<file path="src/rtl/keypad_pkg.sv">
// Shared types and helpers for the keypad scanner.
package keypad_pkg;

  typedef enum logic [1:0] {
    ST_IDLE,
    ST_SCAN,
    ST_DEBOUNCE,
    ST_HELD
  } state_t;

  // Width of a key code for a rows x cols matrix (never below one bit).
  function automatic int unsigned code_w(input int unsigned rows, input int unsigned cols);
    return (rows * cols > 1) ? $clog2(rows * cols) : 1;
  endfunction

endpackage

</file>
<file path="src/rtl/keypad_tick_gen.sv">
// Scan prescaler: one-clock tick pulse every SCAN_DIV clocks.
module keypad_tick_gen #(
  parameter int unsigned SCAN_DIV = 500000
) (
  input  logic clk,
  input  logic rst,
  output logic tick
);

  localparam int unsigned CW = (SCAN_DIV > 1) ? $clog2(SCAN_DIV) : 1;

  logic [CW-1:0] cnt;

  assign tick = (cnt == CW'(SCAN_DIV - 1));

  // Free-running divider, wraps on the tick cycle.
  always_ff @(posedge clk) begin
    if (rst)       cnt <= '0;
    else if (tick) cnt <= '0;
    else           cnt <= cnt + CW'(1);
  end

endmodule

</file>
<file path="src/rtl/keypad_scanner.sv">
// Matrix keypad scanner: synchronizer, scan/debounce FSM and event register.
// Optional auto-repeat enabled by defining KEYPAD_SCANNER_REPEAT_EN.
module keypad_scanner
  import keypad_pkg::*;
#(
  parameter  int unsigned ROWS         = 4,
  parameter  int unsigned COLS         = 4,
  parameter  int unsigned SCAN_DIV     = 500000,
  parameter  int unsigned DEBOUNCE     = 3,
  parameter  int unsigned REPEAT_DELAY = 20,
  parameter  int unsigned REPEAT_RATE  = 5,
  localparam int unsigned CODE_W       = code_w(ROWS, COLS)
) (
  input  logic              clk,
  input  logic              rst,
  input  logic [ROWS-1:0]   row_n,
  output logic [COLS-1:0]   col_n,
  output logic [CODE_W-1:0] key_code,
  output logic              key_valid,
  input  logic              key_ready,
  output logic              key_held,
  output logic              key_lost
);

  localparam int unsigned KW = (COLS > 1) ? $clog2(COLS) : 1;
  localparam int unsigned RW = (ROWS > 1) ? $clog2(ROWS) : 1;
  localparam int unsigned DW = $clog2(DEBOUNCE + 1);

  logic              tick;
  logic [ROWS-1:0]   sync1, row_s;
  state_t            state, state_nxt;
  logic [KW-1:0]     col_k, col_k_nxt;
  logic [DW-1:0]     cnt, cnt_nxt, cnt_inc;
  logic [ROWS-1:0]   pat, pat_nxt;
  logic [CODE_W-1:0] code_q, code_nxt;
  logic              emit, rep_emit, emit_any;

  keypad_tick_gen #(.SCAN_DIV(SCAN_DIV)) u_tick (
    .clk  (clk),
    .rst  (rst),
    .tick (tick)
  );

  // Lowest-index active-low row wins when several rows are down.
  function automatic logic [RW-1:0] low_row(input logic [ROWS-1:0] rows);
    low_row = '0;
    for (int unsigned i = ROWS; i > 0; i--)
      if (!rows[i-1]) low_row = RW'(i - 1);
  endfunction

  // Two-flop synchronizer for the asynchronous row inputs.
  always_ff @(posedge clk) begin
    if (rst) begin
      sync1 <= '1;
      row_s <= '1;
    end else begin
      sync1 <= row_n;
      row_s <= sync1;
    end
  end

  // FSM state and capture registers.
  always_ff @(posedge clk) begin
    if (rst) begin
      state  <= ST_IDLE;
      col_k  <= '0;
      cnt    <= '0;
      pat    <= '1;
      code_q <= '0;
    end else begin
      state  <= state_nxt;
      col_k  <= col_k_nxt;
      cnt    <= cnt_nxt;
      pat    <= pat_nxt;
      code_q <= code_nxt;
    end
  end

  assign cnt_inc = cnt + DW'(1);

  // Next-state logic; every transition is gated by the scan tick.
  // In HELD, cnt is reused as the consecutive-release counter.
  always_comb begin
    state_nxt = state;
    col_k_nxt = col_k;
    cnt_nxt   = cnt;
    pat_nxt   = pat;
    code_nxt  = code_q;
    emit      = 1'b0;
    if (tick) begin
      case (state)
        ST_IDLE: begin
          if (row_s != '1) begin
            state_nxt = ST_SCAN;
            col_k_nxt = '0;
          end
        end
        ST_SCAN: begin
          if (row_s != '1) begin
            pat_nxt  = row_s;
            code_nxt = CODE_W'(32'(col_k) * ROWS + 32'(low_row(row_s)));
            if (DEBOUNCE <= 1) begin
              state_nxt = ST_HELD;
              cnt_nxt   = '0;
              emit      = 1'b1;
            end else begin
              state_nxt = ST_DEBOUNCE;
              cnt_nxt   = DW'(1);
            end
          end else if (col_k == KW'(COLS - 1)) begin
            state_nxt = ST_IDLE;
          end else begin
            col_k_nxt = col_k + KW'(1);
          end
        end
        ST_DEBOUNCE: begin
          if (row_s == pat) begin
            cnt_nxt = cnt_inc;
            if (cnt_inc == DW'(DEBOUNCE)) begin
              state_nxt = ST_HELD;
              cnt_nxt   = '0;
              emit      = 1'b1;
            end
          end else begin
            state_nxt = ST_IDLE;
          end
        end
        ST_HELD: begin
          if (row_s == '1) begin
            if (cnt_inc == DW'(DEBOUNCE)) begin
              state_nxt = ST_IDLE;
              cnt_nxt   = '0;
            end else begin
              cnt_nxt = cnt_inc;
            end
          end else begin
            cnt_nxt = '0;
          end
        end
        default: state_nxt = ST_IDLE;
      endcase
    end
  end

`ifdef KEYPAD_SCANNER_REPEAT_EN
  localparam int unsigned RMAX = (REPEAT_DELAY > REPEAT_RATE) ? REPEAT_DELAY : REPEAT_RATE;
  localparam int unsigned PW   = $clog2(RMAX + 1);

  logic [PW-1:0] rep_cnt, rep_cnt_nxt, rep_inc;
  logic          rep_arm, rep_arm_nxt;

  // Repeat counter registers.
  always_ff @(posedge clk) begin
    if (rst) begin
      rep_cnt <= '0;
      rep_arm <= 1'b0;
    end else begin
      rep_cnt <= rep_cnt_nxt;
      rep_arm <= rep_arm_nxt;
    end
  end

  // First repeat after REPEAT_DELAY held ticks, then every REPEAT_RATE;
  // a due slot falling on a released sample is skipped.
  always_comb begin
    rep_cnt_nxt = rep_cnt;
    rep_arm_nxt = rep_arm;
    rep_inc     = rep_cnt + PW'(1);
    rep_emit    = 1'b0;
    if (state != ST_HELD) begin
      rep_cnt_nxt = '0;
      rep_arm_nxt = 1'b0;
    end else if (tick) begin
      if (rep_inc == (rep_arm ? PW'(REPEAT_RATE) : PW'(REPEAT_DELAY))) begin
        rep_cnt_nxt = '0;
        rep_arm_nxt = 1'b1;
        rep_emit    = (row_s != '1);
      end else begin
        rep_cnt_nxt = rep_inc;
      end
    end
  end
`else
  logic unused_repeat_cfg;
  assign unused_repeat_cfg = ^{REPEAT_DELAY, REPEAT_RATE};
  assign rep_emit = 1'b0;
`endif

  assign emit_any = emit | rep_emit;

  // Column drive: all columns in IDLE, otherwise only the selected column.
  always_comb begin
    col_n = '0;
    if (state != ST_IDLE) begin
      col_n        = '1;
      col_n[col_k] = 1'b0;
    end
  end

  assign key_held = (state == ST_HELD);

  // Event register: load when free or being drained, otherwise flag a loss.
  always_ff @(posedge clk) begin
    if (rst) begin
      key_valid <= 1'b0;
      key_code  <= '0;
      key_lost  <= 1'b0;
    end else begin
      key_lost <= 1'b0;
      if (emit_any) begin
        if (!key_valid || key_ready) begin
          key_code  <= code_nxt;
          key_valid <= 1'b1;
        end else begin
          key_lost <= 1'b1;
        end
      end else if (key_valid && key_ready) begin
        key_valid <= 1'b0;
      end
    end
  end

endmodule

</file>
<file path="config.mk">
export PLATFORM = sky130hd
export DESIGN_NAME = keypad_scanner
export DESIGN_NICKNAME = d
export VERILOG_FILES = /design/src/rtl/keypad_pkg.sv /design/src/rtl/keypad_tick_gen.sv /design/src/rtl/keypad_scanner.sv
export SDC_FILE = /design/constraint.sdc
export NUM_CORES = 1
export LEC_CHECK = 0
export ABC_AREA = 1
export CORE_AREA = 2 2 77 86
export DETAILED_ROUTE_END_ITERATION = 6
export DIE_AREA = 0 0 79 88
export DONT_BUFFER_PORTS = 1
export HOLD_SLACK_MARGIN = 0.1
export PLACE_DENSITY = 0.58
export SYNTH_ARGS = -nofsm -noshare
export SYNTH_HDL_FRONTEND = slang
export SYNTH_HIERARCHICAL = 1
export SYNTH_SLANG_ARGS = --single-unit
</file>
<file path="constraint.sdc">
create_clock -name clk -period 3.3 [get_ports clk]
set_clock_uncertainty 0.05 [all_clocks]
set_input_delay 0.33 -clock clk [delete_from_list [all_inputs] [get_ports clk]]
set_output_delay 0.33 -clock clk [all_outputs]
set_load 0.02 [all_outputs]
</file>
# ---- Yosys cells after proc, flatten, opt, wreduce, memory -nomap -nowiden
# Cells that the tools add are included.
dict set report word_totals {
  reg_bits 47
  input_bits 7
  out_inout_bits 11
  word_cells 92
}
dict set report classes {
  addsub 4
  magnitude_cmp 2
  eq_ne 19
  muxes 37
  n_bitwise 2
  reduce_logical 17
}
# operator count
set ops {}
lappend ops {{2-bit 2-to-1 mux} 20}
lappend ops {{19-bit by 1-bit adder with 19-bit output, second input constant} 1}
lappend ops {{19-bit == test, second input constant} 1}
lappend ops {{4-bit 2-to-1 mux} 4}
lappend ops {{2-bit != test, second input constant} 5}
lappend ops {{1-bit 2-to-1 mux} 9}
lappend ops {{2-bit == test, second input constant} 4}
lappend ops {{2-bit case mux with 4 select lines} 1}
lappend ops {{2-bit by 1-bit != test with 1-bit output, second input constant} 3}
lappend ops {{3-bit != test, second input constant} 2}
lappend ops {{2-bit case mux with 3 select lines} 1}
lappend ops {{6-bit AND reduction} 1}
lappend ops {{2-bit nonzero test} 3}
lappend ops {{5-bit AND reduction} 1}
lappend ops {{2-bit by 1-bit adder with 2-bit output, second input constant} 2}
lappend ops {{4-bit by 2-bit adder with 4-bit output} 1}
lappend ops {{4-bit == test} 1}
lappend ops {{4-bit == test, second input constant} 1}
lappend ops {{4-bit != test, second input constant} 1}
lappend ops {{4-bit NOT} 1}
lappend ops {{2-bit case mux with 2 select lines} 1}
lappend ops {{2-bit AND reduction} 2}
lappend ops {{4-bit AND reduction} 1}
lappend ops {{2-bit OR reduction} 2}
lappend ops {{other kinds (11)} 12}

# ---- Logic depth before layout (Yosys ltp)
dict set report depth {
  word_depth 11
  mapped_depth 16
  depth_no_buf 15
}

# ---- Hierarchy
# Netlist, hierarchy kept.
# mod n_inst cells_per_inst area_per_inst_um2 seq_area_each_um2
set by_module_without_submodules {}
lappend by_module_without_submodules {keypad_scanner 1 194 1337.5 560.5}
lappend by_module_without_submodules {keypad_tick_gen 1 146 1009.7 380.4}

# ---- Worst setup path before layout
# No wires, ideal clock.
dict set report synth_timing {
  path_type {register -> register}
  from {reg u_tick.cnt[0]}
  to {reg key_code[2]}
  setup_ns 0.113
  arrival_ns 1.701
  t_required_ns 3.137
  path_slack_ns 1.436
  path_stages_with_launch 16
  path_buffers 1
  period_less_slack_ns 1.864
  cell_sequence {dfxtp_1 ha_1 nand2_2 nor2_4 nand3_2 inv_1 inv_1 nor2_4 nand2_2 inv_2 buf_6 nand2_2 o21ai_2 nand3_1 nand2_1 nor2_1}
}
dict set report synth_via {
  elab_chain_len 3
  elab_cells_between_ends 4
  cone_classes {1 x eq/ne; 2 x mux; 1 x reduce/logical}
}
# item line
set synth_rtl {}
lappend synth_rtl {{start: declaration} keypad_tick_gen.sv:12} ;# logic [CW-1:0] cnt;
lappend synth_rtl {{start signal: assignment} keypad_tick_gen.sv:20} ;# else cnt <= cnt + CW'(1);
lappend synth_rtl {{19-bit == test *} keypad_tick_gen.sv:14} ;# assign tick = (cnt == CW'(SCAN_DIV - 1));
lappend synth_rtl {{via tick} keypad_scanner.sv:29} ;# logic tick;
lappend synth_rtl {{1-bit 2-to-1 mux} keypad_scanner.sv:90} ;# if (tick) begin
lappend synth_rtl {{2-bit AND reduction (no source line)} n/a}
lappend synth_rtl {{end signal: assignment} keypad_scanner.sv:212} ;# key_code <= code_nxt;
lappend synth_rtl {{end: declaration} keypad_scanner.sv:18} ;# output logic [CODE_W-1:0] key_code,
# The timed path passes the listed nets; every way through them passes the cells marked *.
# A chain may end at the register's enable or synchronous reset.

# ---- Worst setup path in the final report
dict set report layout_timing {
  from {reg u_tick.cnt[0]}
  to {reg key_code[3]}
}
# Same word-level chain as after synthesis.

==> metrics.txt <==
outcome complete, no violations; Reg clk slew, reported paths 0.09 ns; most frequent cell after synthesis nand2_1; Core Box Area approximately 6100 um^2; Max VDD drop about 250 uV; Yosys reg bits between 40 and 50; synthesized area per cell ~6.9 um^2; H-tree depth 2; Yosys cell types 29; Max stage delay cell, worst path dfxtp_1; IO buf count 0; busiest metal layer after global routing met2; Vias per Instance ~4.7; Final nets 360; Worst path max stage delay around 0.38 ns; CP Data Required Time roughly 3.5 ns; crit end category flop; CTS max path bufs 2; WL final between 4 and 5 mm; Final Setup Violations 0; total of max-cap violations 0; GR met1 Demand/Resource 0.155; DRC Markers 0; number of global-route vias before repair around 1900; RD Place Congestion around 0.8; Post-synth top cells nand2_1 (74), nor2_1 (73), inv_1 (48), dfxtp_1 (47), a21oi_1 (17); fin cells around 430; initial antenna violation count 0; synth warn 6; routed len/inst about 11 um; Post-synth EDFFs 0; DP Wirelength roughly 3.4 mm; top post-synthesis cells by area dfxtp_1 (40%), nand2_1 (12%), nor2_1 (12%), inv_1 (7.7%), a21oi_1 (3.6%); fraction of layout cells with a size suffix above 1 0.100; leak pwr around 0.0011 uW; critical path fanouts, max 11; area leader, netlist dfxtp_1; async set-reset flop share out of synthesis 0; first-pass GRT wire length a little over 8 mm; R2R cell count 14; DR pass1 iterations 4; WP data arrival approximately 2.3 ns; Post-CTS Resized 0; number of buffers created by CTS 5; pwr dens around 430 nW/um^2; final worst path period share 0.647; Fmax 0.468 GHz; Period minus WS final around 2.1 ns; r2r setup slk about 1.2 ns; ys flop type dfxtp_1; actual slew at the worst max-slew pin approximately 0.52 ns; total die area approximately 7000 um^2; crit path cell chain ha_1 -> nand2_2 -> nor2_4 -> nand3_2 -> inv_1 -> inv_1 -> nor2_4 -> nand2_2 -> inv_2 -> nand2_1 -> o21ai_2 -> nand3_1 -> nand2_1 -> nor2_1; Hold Vio Cnt, Final 0; met2 Use GR 0.277; Slew headroom 0.651; die height 88 um; GR Layer Usage met3 0.0289; Startpoint Class flop; area growth from synthesis to layout 10.3%; crit path kind reg2reg; clk root buf clkbuf_8; DRT antenna net count 0; Die Span X 79 um; Cell Area, Synth between 2000 and 2500 um^2; ANT cells 0; Starting Density 0.386; latest clock arrival within the worst-skew pair approximately 0.30 ns; Clock Sinks 47; Worst path depth 14; placed cell areas roughly 2400 um^2; critical path's top delay family simple AND/OR/NAND/NOR gates; Post-Syn Instances 340; Mapped Nets around 350; GRT Resource Usage Total 0.145; worst hold path type in2reg; reg-to-reg startpoint u_tick/cnt[0]; cts-stage hold buffer count 5; postcts setup bufs 0; num ports 18; via count around 2000; Critical Path Source u_tick/cnt[0]; DR iter-0 viols 68; final slew viol count 0; sequential-to-total area share from yosys stat 0.401; Pwr Total approximately 1100 uW; Reg2Reg Capture Point key_code[3]; placed insts 416; GR Overflow Total 0; FP Rows 30; CP bufs+invs 3; largest net degree at the start of global routing 18; CTS tree built; Post-Route Setup TNS 0 ns; crit path to key_code[3]; Yosys top cell area share 0.401; Design Area, Final approximately 2600 um^2; RSZ-0062 raised after global routing false
-- power breakdown --
part           internal [uW]  total [uW]  switching [uW]
Sequential               574         580            5.42
Combinational           15.8        41.0            25.2
Clock                    303         492             189
Total                    893        1110             219
-- layer usage --
layer,part of all wire,wire [um],up-vias
met5,0,0,-
met4,0.015,70,0
met3,0.025,114,7
met2,0.52,2370,18
met1,0.44,1990,907
li1,-,-,1063
-- how the worst min path moves through the flow --
stage | startpoint | end | cells past startpoint
finish | key_ready | key_lost | 3
floorplan | sync1[0] | row_s[0] | 1
global route | key_ready | key_lost | 3
CTS | key_ready | key_lost | 3
global placement | sync1[1] | row_s[1] | 1
detailed placement | sync1[2] | row_s[2] | 1
-- cell type report --
cell class	instances	area, um^2
clock buffer	6	72.6
fill	676	3490
multi-input combinational	239	1180
sequential	47	941
inverter	50	188
timing repair buffer	5	50.0
tap	80	100
clock inverter	2	60.1
-- worst min-delay path: stages --
cell and delay [ns]:
nor2_1 0.05, nand2_1 0.07, nor2_1 0.05
-- registers in the layout, indices dropped and copies added, names as in the netlist, 2 cells and up --
signal      count
col_k           2
key_code        4
cnt             2
state           2
pat             4
code_q          4
row_s           4
sync1           4
u_tick/cnt     19
-- stage by stage --
step	util	setup slack [ns]	hold slack, ns
2_1_floorplan	-	1.44	0.339
3_3_place_gp	0.396	1.27	0.345
3_5_place_dp	0.396	1.18	0.345
4_1_cts	0.426	1.17	0.156
5_1_grt	0.426	0.945	0.180
6_report	0.426	1.16	0.177
-- layout by cell type, fill, tap and decap left out, drive strengths merged --
cell,count
nand4,6
ha,5
inv,50
dfxtp,47
xor2,3
nand3,17
nor4,1
a22oi,1
o21ai,9
nor2,79
xnor2,5
nand2,82
dlygate4sd3,5
a21oi,17
bufinv,2
or2,9
and3,1
nor3,3
clkbuf,6
o221ai,1
-- cells by family after synthesis --
group	count (synthesis)	share of synthesized area
compound gates	28	0.0656
flops	47	0.401
xor+xnor	8	0.0299
simple gates	198	0.380
buf+inv	54	0.0975
fa+ha+maj	5	0.0267
No activity file was read; power rests on OpenSTA's default activity.
